==> config.mk <==
export PLATFORM = sky130hd
export DESIGN_NAME = register_file_unit
export DESIGN_NICKNAME = d
export VERILOG_FILES = /design/src/rtl/regfile_pkg.sv /design/src/rtl/status_flags_reg.sv /design/src/rtl/register_file_unit.sv
export SDC_FILE = /design/constraint.sdc
export NUM_CORES = 1
export LEC_CHECK = 0
export BUFFER_PORTS_ARGS = -buffer_cell sky130_fd_sc_hd__buf_2
export CORE_ASPECT_RATIO = 0.9
export CORE_UTILIZATION = 45
export DETAILED_ROUTE_END_ITERATION = 8
export GPL_TIMING_DRIVEN = 0
export PLACE_DENSITY = 0.69
export SLEW_MARGIN = 5
export SYNTH_ARGS = -nofsm -noshare
export SYNTH_HDL_FRONTEND = slang
export SYNTH_SLANG_ARGS = --single-unit
==> constraint.sdc <==
create_clock -name clk -period 5.13 [get_ports clk]
set_clock_uncertainty 0.05 [all_clocks]
set_input_delay 0.513 -clock clk [delete_from_list [all_inputs] [get_ports clk]]
set_output_delay 0.513 -clock clk [all_outputs]
set_load 0.05 [all_outputs]
==> src/rtl/regfile_pkg.sv <==
// Shared types and constants for the register file unit: trap FSM states,
// status register bit positions and the sticky-bit mask.
package regfile_pkg;

    typedef enum logic [1:0] {
        RUN  = 2'd0,
        SAVE = 2'd1,
        TRAP = 2'd2,
        RET  = 2'd3
    } trap_state_t;

    localparam int STATUS_W = 20;

    localparam int ST_ZERO      = 0;
    localparam int ST_SIGN      = 1;
    localparam int ST_OVERFLOW  = 2;
    localparam int ST_UNDERFLOW = 3;
    localparam int ST_CARRY     = 4;
    localparam int ST_DIV0      = 5;
    localparam int ST_HALF      = 6;
    localparam int ST_SAME_REG  = 7;
    localparam int ST_MEM_VIOL  = 8;
    localparam int ST_MEM_CORR  = 9;
    localparam int ST_TRAP_MODE = 10;
    localparam int ST_NESTED    = 11;
    localparam int ST_PENDING   = 12;

    localparam logic [STATUS_W-1:0] STICKY_MASK = 20'h00B20;

endpackage

==> src/rtl/status_flags_reg.sv <==
// Status register: live ALU flags, sticky error bits with clear arbitration
// (a set in the same cycle as a clear wins), and trap state mirror bits.
module status_flags_reg
    import regfile_pkg::*;
(
    input  logic                clk,
    input  logic                rst_n,
    input  logic                flags_upd,
    input  logic [9:0]          flags_in,
    input  logic                clr_sticky,
    input  logic                nested_set,
    input  logic                trap_mode_d,
    input  logic                trap_pending_d,
    output logic [STATUS_W-1:0] status
);

    logic [STATUS_W-1:0] status_q;
    logic [STATUS_W-1:0] status_d;
    logic [STATUS_W-1:0] sticky_set;

    always_comb begin
        sticky_set              = '0;
        sticky_set[ST_DIV0]     = flags_upd & flags_in[ST_DIV0];
        sticky_set[ST_MEM_VIOL] = flags_upd & flags_in[ST_MEM_VIOL];
        sticky_set[ST_MEM_CORR] = flags_upd & flags_in[ST_MEM_CORR];
        sticky_set[ST_NESTED]   = nested_set;

        status_d = status_q;
        if (flags_upd) begin
            status_d[ST_CARRY:ST_ZERO] = flags_in[ST_CARRY:ST_ZERO];
            status_d[ST_HALF]          = flags_in[ST_HALF];
            status_d[ST_SAME_REG]      = flags_in[ST_SAME_REG];
        end
        if (clr_sticky) begin
            status_d = status_d & ~STICKY_MASK;
        end
        // OR-ing the sets after the clear gives set priority
        status_d = status_d | sticky_set;

        status_d[ST_TRAP_MODE]               = trap_mode_d;
        status_d[ST_PENDING]                 = trap_pending_d;
        status_d[STATUS_W-1:ST_PENDING+1]    = '0;
    end

    always_ff @(posedge clk) begin
        if (!rst_n) begin
            status_q <= '0;
        end else begin
            status_q <= status_d;
        end
    end

    assign status = status_q;

endmodule

==> src/rtl/register_file_unit.sv <==
// Register file unit: GPR array, auto-incrementing instruction pointer and a
// trap save/restore FSM. Define REGFILE_BYPASS_EN for write-to-read forwarding.
module register_file_unit
    import regfile_pkg::*;
#(
    parameter int                DATA_W      = 20,
    parameter int                NUM_GPR     = 6,
    parameter int                INC_STEP    = 1,
    parameter logic [DATA_W-1:0] TRAP_VECTOR = 20'h00100
) (
    input  logic                       clk,
    input  logic                       rst_n,
    input  logic                       wr_en,
    input  logic [$clog2(NUM_GPR)-1:0] wr_addr,
    input  logic [DATA_W-1:0]          wr_data,
    input  logic [$clog2(NUM_GPR)-1:0] rd_addr_a,
    input  logic [$clog2(NUM_GPR)-1:0] rd_addr_b,
    output logic [DATA_W-1:0]          rd_data_a,
    output logic [DATA_W-1:0]          rd_data_b,
    input  logic                       ip_inc,
    input  logic                       ip_load,
    input  logic [DATA_W-1:0]          ip_load_val,
    output logic [DATA_W-1:0]          ip,
    input  logic                       flags_upd,
    input  logic [9:0]                 flags_in,
    input  logic                       clr_sticky,
    input  logic                       trap_req,
    input  logic                       trap_ret,
    output logic [DATA_W-1:0]          status,
    output logic                       trap_mode
);

    localparam logic [DATA_W-1:0] STEP = DATA_W'(INC_STEP);

    logic [DATA_W-1:0] gpr_q [NUM_GPR];
    logic              wr_ok;

    assign wr_ok = wr_en && (32'(wr_addr) < 32'(NUM_GPR));

    always_ff @(posedge clk) begin
        if (!rst_n) begin
            for (int i = 0; i < NUM_GPR; i++) begin
                gpr_q[i] <= '0;
            end
        end else if (wr_ok) begin
            gpr_q[wr_addr] <= wr_data;
        end
    end

    always_comb begin
        rd_data_a = (32'(rd_addr_a) < 32'(NUM_GPR)) ? gpr_q[rd_addr_a] : '0;
        rd_data_b = (32'(rd_addr_b) < 32'(NUM_GPR)) ? gpr_q[rd_addr_b] : '0;
`ifdef REGFILE_BYPASS_EN
        if (wr_ok && (wr_addr == rd_addr_a)) rd_data_a = wr_data;
        if (wr_ok && (wr_addr == rd_addr_b)) rd_data_b = wr_data;
`endif
    end

    trap_state_t       state_q, state_d;
    logic [DATA_W-1:0] ip_q, ip_d;
    logic [DATA_W-1:0] saved_ip_q, saved_ip_d;
    logic              nested_set;
    logic              trap_mode_d;
    logic              trap_pending_d;

    always_ff @(posedge clk) begin
        if (!rst_n) begin
            state_q    <= RUN;
            ip_q       <= '0;
            saved_ip_q <= '0;
        end else begin
            state_q    <= state_d;
            ip_q       <= ip_d;
            saved_ip_q <= saved_ip_d;
        end
    end

    always_comb begin
        state_d = state_q;
        case (state_q)
            RUN:     if (trap_req) state_d = SAVE;
            SAVE:    state_d = TRAP;
            TRAP:    if (trap_ret) state_d = RET;
            default: state_d = RUN;
        endcase
    end

    // SAVE and RET own the ip; external load/increment are dropped there
    always_comb begin
        ip_d       = ip_q;
        saved_ip_d = saved_ip_q;
        case (state_q)
            SAVE: begin
                saved_ip_d = ip_q + STEP;
                ip_d       = TRAP_VECTOR;
            end
            RET: ip_d = saved_ip_q;
            default: begin
                if (ip_load)     ip_d = ip_load_val;
                else if (ip_inc) ip_d = ip_q + STEP;
            end
        endcase
        nested_set     = (state_q == TRAP) && trap_req;
        trap_mode_d    = (state_d == TRAP);
        trap_pending_d = (state_d == SAVE);
    end

    logic [STATUS_W-1:0] status_w;

    status_flags_reg u_status (
        .clk            (clk),
        .rst_n          (rst_n),
        .flags_upd      (flags_upd),
        .flags_in       (flags_in),
        .clr_sticky     (clr_sticky),
        .nested_set     (nested_set),
        .trap_mode_d    (trap_mode_d),
        .trap_pending_d (trap_pending_d),
        .status         (status_w)
    );

    assign ip        = ip_q;
    assign status    = DATA_W'(status_w);
    assign trap_mode = (state_q == TRAP);

endmodule
==> reports/metrics.cfg, run 1 <==
[status]
status=complete, no violations

[power_and_ir_drop]
p_leak_nw=4.32
p_clk_share_pct=32.9
switching_share_pct=33.3
seqPwrFrac_pct=43.5
switchingPower_mw=1.34
p_int_mw=2.69
combPwrFrac_pct=23.5
ir_worst_vdd_v=0.000241
powerDensity_mw_per_mm2=380
power_mw=4.04

[worst_setup_path]
critical_path_class=input pin to output pin
arrival_ns=2.36
crit_fanout=10
cp_slowest_stage_delay_ns=0.44
crit_top_cell=buf_2
rr_startpoint=state_q[1]
crit_path_start_kind=input pin
cp_num_buf_inv=4
r2r_setup_slack_ns=2.47
cp_cell_sequence=clkbuf_1 -> buf_2 -> buf_2 -> mux2i_1 -> o22ai_1 -> buf_2
reg2reg_to=ip[14]
slowest_stage=buf_2
crit_family=buffers and inverters
end_kind=output pin
required_ns=4.57
worstRegToRegCells=8

[timing]
tightest_slew_ns=1.21
worst_slack_ns=2.21
relSlewSlack_pct=19.3
drv_slew=0
max_freq_mhz=342
rsz0062_at_grt=no
hold_viol_final=0
fin_crit_ns=2.92
setup_viol=0
whs_ns=0.270
period_share_pct=57.0
setup_tns_ns=0

[floorplan]
core_region_area_mm2=0.0193
die_w_um=151
die_y_um=136
initial_core_util_pct=46.5
die-area_mm2=0.0205
rows=48
io_pins=149

[flow_run]
max_cap_violations=0

[route]
drc=0
vias=7069
via_per_inst=5.63
wl_per_cell_um=19.1
top_layer_used=met5
drt_wl_total_mm=23.9
drt-met1-wl_mm=9.85
wl_met2_mm=11.5
firstDrtPassIters=6
wl_met3_mm=2.12
drt_iter0_markers=591
ant_nets=0

[clock_network]
clock-root-buffer=clkbuf_16
path_clk_slew_ns=0.07
cts-buffers-inserted=17
cts_hold_buf=0
clock_sinks=175
clockBufferDepth=2
clock_latency_ns=0.43
htree_num_levels=4
post-cts-setup-buffers=0
post_cts_resized=0
cts_tree=built

[min_path]
holdPathEnd=u_status.status[6]
worstHoldPathType=input pin to flop
whs_path_depth=3
hold_start=flags_in[6]

[synth]
synthFlopType=edfxtp_1
synth_edf_count=120
avgSynthCellArea_um2=10.8
synthTopCellsByCount=nor2_1, edfxtp_1, inv_1, dfxtp_1, nand2_1
synthDistinctLibCells=57
synth_seq_cells=175
async_flop_share_pct=0
yosysTopAreaCellShare_pct=40.1
synth.most_common_cell=nor2_1
seq_area_frac_synth_pct=52.4
syn-cell-area_mm2=0.00899
syn_inst=831
synth_largest_area_cell=edfxtp_1
yosysWarnings=0
ys_top_cells_by_area=edfxtp_1, dfxtp_1, mux4_2

[place]
hpwl_mm=16.4
portBuffers=136
place_area_mm2=0.0100
dp_slack_ns=2.03
gp_congestion=0.911
dp.cells=1224

[final_layout]
stdcell_count=1256
antenna_cells=0
post-route-util_pct=54.9
fin_nets=1067
final_cell_area_mm2=0.0106
synthToLayoutAreaGrowth_pct=18.2
drive_above_1_share_pct=24.2

[global_route]
grt_pass1_wl_mm=36.6
grt_max_degree=21
grt_usage_pct=23.9
grt_pass1_vias=6906
grt_antenna_before_repair=1
grt_remaining_overflow=0

power groups by stage:
| stage | clock [mW] | combinational [mW] | sequential (mW) |
|---|---|---|---|
| after floorplan | 0 | 0.597 | 1.87 |
| after global routing | 1.39 | 1.02 | 1.78 |
| after detailed placement | 0 | 0.949 | 1.78 |
| after global placement | 0 | 0.932 | 1.78 |
| after CTS | 1.35 | 0.951 | 1.75 |
| final | 1.33 | 0.950 | 1.76 |
tightest hold or removal path: stages:
cell	delay, ns
buf_2	0.07
mux2i_1	0.05
nor2_1	0.07
state kept, by name, indices dropped and copies added (netlist names):
name             flops
ip                  20
state_q              2
gpr_q              120
u_status.status     13
saved_ip_q          20
how the worst max path moves through the flow:
stage	from	end	slack, ns	depth (start not counted)
after global routing	rd_addr_a[0]	rd_data_a[19]	2.08	6
after floorplan	rst_n	gpr_q[4][0]	2.06	5
after detailed placement	rst_n	gpr_q[5][5]	2.03	4
final	rd_addr_a[0]	rd_data_a[0]	2.21	6
after global placement	rst_n	gpr_q[4][5]	0.27	6
after CTS	rd_addr_a[0]	rd_data_a[19]	2.20	6
layout by cell type, fill, tap and decap left out, types with 4 or more instances in the layout:
master	count
a211oi_1	11
a21oi_1	28
a22oi_1	6
a31oi_1	4
and3_1	4
and4_1	4
buf_2	148
buf_4	7
clkbuf_1	44
clkbuf_16	17
conb_1	7
dfxtp_1	55
edfxtp_1	120
ha_1	6
inv_1	72
inv_6	6
mux2i_1	49
mux4_2	40
nand2_1	51
nand2b_1	5
nand3_1	13
nand4_1	4
nor2_1	137
nor2b_1	5
nor3_1	6
nor3b_1	5
o21ai_0	35
o22ai_1	40
xnor2_1	11
xor2_1	8
per-layer routing:
metal	GRT usage, %	up-vias
met5	0	-
met4	7.67	2
met3	5.97	42
met2	40.2	320
met1	30.2	3401
li1	-	3304
logic make-up (layout without fill, tap and decap cells):
| logic type | Yosys count | count (layout) | synth area share [%] |
|---|---|---|---|
| buffers and inverters | 140 | 309 | 6.31 |
| xor gates and xnor gates | 19 | 19 | 1.85 |
| adders and majority gates | 6 | 6 | 0.835 |
| DFF | 175 | 175 | 52.4 |
| and+or+nand+nor | 254 | 254 | 12.9 |
| muxes | 90 | 90 | 15.6 |
| AOI/OAI and AO/OA | 146 | 146 | 10.1 |
| other | 1 | 7 | 0.0417 |
area by class of cell:
type | count | area [um2]
Multi-Input combinational cell | 522 | 3740
Fill cell | 1675 | 8720
Inverter | 74 | 278
Sequential cell | 175 | 4700
Buffer | 66 | 289
Tap cell | 250 | 313
Clock buffer | 17 | 425
Timing Repair Buffer | 137 | 696
Clock inverter | 15 | 174
Note: power is estimated with default switching activity, not from simulation.
==> inputs of run 2 (changes only) <==
--- a/config.mk
+++ b/config.mk
@@ -10,7 +10,7 @@
 export CORE_UTILIZATION = 45
 export DETAILED_ROUTE_END_ITERATION = 8
 export GPL_TIMING_DRIVEN = 0
-export PLACE_DENSITY = 0.69
+export PLACE_DENSITY = 0.72
 export SLEW_MARGIN = 5
 export SYNTH_ARGS = -nofsm -noshare
 export SYNTH_HDL_FRONTEND = slang
==> constraint.sdc (replaced) <==
create_clock -name clk -period 2.4 [get_ports clk]
set_clock_uncertainty 0.05 [all_clocks]
set_input_delay 0.24 -clock clk [delete_from_list [all_inputs] [get_ports clk]]
set_output_delay 0.24 -clock clk [all_outputs]
set_load 0.05 [all_outputs]
==> reports/metrics.cfg, run 2 (synthesis gave the netlist of run 1 again) <==
[clock_network]
clockBufferDepth=2  ; unchanged
cts_tree=built  ; unchanged
clock-root-buffer=clkbuf_16  ; unchanged
clock_sinks=175  ; unchanged
clock_latency_ns=0.43  ; about the same
cts-buffers-inserted=17  ; unchanged
htree_num_levels=4  ; unchanged
path_clk_slew_ns=0.07  ; about the same

[global_route]
grt_antenna_before_repair=2  ; was 1
grt_usage_pct=24.3  ; was 23.9%
grt_pass1_wl_mm=36.8  ; was 36.6 mm
grt_pass1_vias=6827  ; was 6906
grt_remaining_overflow=0  ; unchanged
grt_max_degree=21  ; unchanged

[power_and_ir_drop]
switching_share_pct=32.7  ; was 33.3%
combPwrFrac_pct=23.1  ; was 23.5%
powerDensity_mw_per_mm2=825  ; was 380 mW/mm2
ir_worst_vdd_v=0.000536  ; was 0.000241 V
p_clk_share_pct=34.8  ; was 32.9%
switchingPower_mw=2.92  ; was 1.34 mW
p_leak_nw=4.40  ; was 4.32 nW
seqPwrFrac_pct=42.1  ; was 43.5%
p_int_mw=6.00  ; was 2.69 mW

[route]
wl_met3_mm=2.07  ; was 2.12 mm
wl_per_cell_um=19.2  ; was 19.1 um
ant_nets=0  ; unchanged
drt_iter0_markers=473  ; was 591
drc=0  ; unchanged
vias=7138  ; was 7069
top_layer_used=met4  ; was met5
wl_met2_mm=11.9  ; was 11.5 mm
drt_wl_total_mm=24.3  ; was 23.9 mm
via_per_inst=5.63  ; about the same
drt-met1-wl_mm=10.0  ; was 9.85 mm
firstDrtPassIters=4  ; was 6

[final_layout]
fillerInstances=1675  ; unchanged
post-route-util_pct=55.9  ; was 54.9%
fin_nets=1077  ; was 1067
drive_above_1_share_pct=24.5  ; was 24.2%
synthToLayoutAreaGrowth_pct=20.3  ; was 18.2%
multi_input_comb_area_mm2=0.00375  ; was 0.00374 mm2
layout_commonest_cell=buf_2  ; unchanged
final_cell_area_mm2=0.0108  ; was 0.0106 mm2
largest_reg_flops=120  ; unchanged
top_register=gpr_q  ; unchanged
seqCellArea_mm2=0.00470  ; unchanged
final_cell_mix=buf_2, nor2_1, edfxtp_1, inv_1, dfxtp_1  ; unchanged

[worst_setup_path]
r2r_setup_slack_ns=0.19  ; was 2.47 ns
cp_slowest_stage_delay_ns=0.80  ; was 0.44 ns
reg2reg_to=ip[18]  ; was ip[14]
arrival_ns=2.18  ; was 2.36 ns
cp_num_buf_inv=3  ; was 4
critical_path_class=input pin to flop  ; was input pin to output pin
worstRegToRegCells=6  ; was 8
slowest_stage=nand2_1  ; was buf_2
cp_cell_sequence=buf_2 -> clkbuf_1 -> clkbuf_1 -> nand2_1  ; was clkbuf_1 -> buf_2 -> buf_2 -> mux2i_1 -> o22ai_1 -> buf_2
crit_fanout=20  ; was 10
required_ns=2.28  ; was 4.57 ns
crit_top_cell=clkbuf_1  ; was buf_2
crit_family=buffers and inverters  ; unchanged
crit_path_start_kind=input pin  ; unchanged
rr_startpoint=ip[0]  ; was state_q[1]
end_kind=flop  ; was output pin

[min_path]
holdPathEnd=u_status.status[11]  ; was u_status.status[6]
hold_start=trap_req  ; was flags_in[6]
whs_path_depth=3  ; unchanged
worstHoldPathType=input pin to flop  ; unchanged

[place]
hpwl_mm=16.1  ; was 16.4 mm
portBuffers=136  ; unchanged
place_area_mm2=0.0100  ; unchanged
gp_congestion=0.914  ; was 0.911

[flow_run]
max_cap_violations=0  ; unchanged

[floorplan]
die-area_mm2=0.0205  ; unchanged
initial_core_util_pct=46.5  ; unchanged
die_y_um=136  ; unchanged
rows=48  ; unchanged
io_pins=149  ; unchanged
core_region_area_mm2=0.0193  ; unchanged
die_w_um=151  ; unchanged

[timing]
tightest_slew_ns=1.08  ; was 1.21 ns
drv_slew=0  ; unchanged
relSlewSlack_pct=27.7  ; was 19.3%
setup_viol=0  ; unchanged
hold_viol_final=0  ; unchanged
period_share_pct=96.2
rsz0062_at_grt=yes  ; was no
fin_crit_ns=2.31
max_freq_mhz=433

[status]
status=complete, no violations  ; unchanged

-- run 2: how the worst max path moves through the flow --
stage,start,depth (start not counted),endpoint
global placement,rst_n,6,gpr_q[4][5]
CTS,rst_n,4,gpr_q[1][3]
floorplan,rst_n,5,gpr_q[4][0]
detailed placement,rst_n,4,gpr_q[5][5]
global route,rst_n,4,gpr_q[1][0]
finish,rst_n,4,gpr_q[1][3]
-- run 2: worst reg2reg max path, stage by stage, from the launching register on --
cell	delay, ns
dfxtp_1	0.47
ha_1	0.28
nand3_1	0.20
nor4_2	0.59
a31oi_1	0.16
a311oi_1	0.28
nor2_1	0.07
-- run 2: layer usage --
metal | up-vias | global-route usage [%]
met1 | 3446 | 32.0
met2 | 350 | 40.8
met4 | 0 | 6.17
met3 | 23 | 4.90
li1 | 3319 | -
met5 | - | 0
-- run 2: area by class of cell --
cell class | count | share of cell area (%)
inverters | 74 | 2.57
clock inverters | 14 | 2.06
multi-input cells | 522 | 34.7
diodes | 2 | 0.0463
well taps | 250 | 2.89
clock buffers | 18 | 3.97
repair buffers | 148 | 7.43
flip-flops and latches | 175 | 43.5
plain buffers | 65 | 2.74
-- run 2: power by group through the flow --
stage | Clock [mW] | Sequential [mW] | Combinational [mW]
final | 3.10 | 3.76 | 2.06
after global routing | 3.24 | 3.79 | 2.21
after CTS | 3.12 | 3.75 | 2.05
after detailed placement | 0 | 3.81 | 2.02
after global placement | 0 | 3.80 | 1.99
after floorplan | 0 | 4.00 | 1.28
-- run 2: metrics by stage --
| step | hold slack, ns | TNS [ns] | total power [mW] | std cells | setup slack, ns |
|---|---|---|---|---|---|
| floorplan | 0.326 | 0 | 5.27 | 837 | 0.146 |
| global placement | 0.407 | -59.62 | 5.79 | 1223 | -1.17 |
| detailed placement | 0.412 | -42.98 | 5.83 | 1224 | -0.494 |
| CTS | 0.0401 | 0 | 8.92 | 1266 | 0.0327 |
| global route | 0.0641 | -0.438 | 9.24 | 1267 | -0.0210 |
| finish | 0.0480 | 0 | 8.91 | 1268 | 0.0911 |
-- run 2: what timing repair did --
| item | in CTS | in global routing |
|---|---|---|
| setup buffers | 0 | 1 |
| endpoints found under the hold margin | 10 | 0 |
| setup endpoints to repair | 34 | 85 |
| resized for setup | 3 | 8 |
| hold buffers | 10 | 0 |
| pin swaps | 0 | 2 |
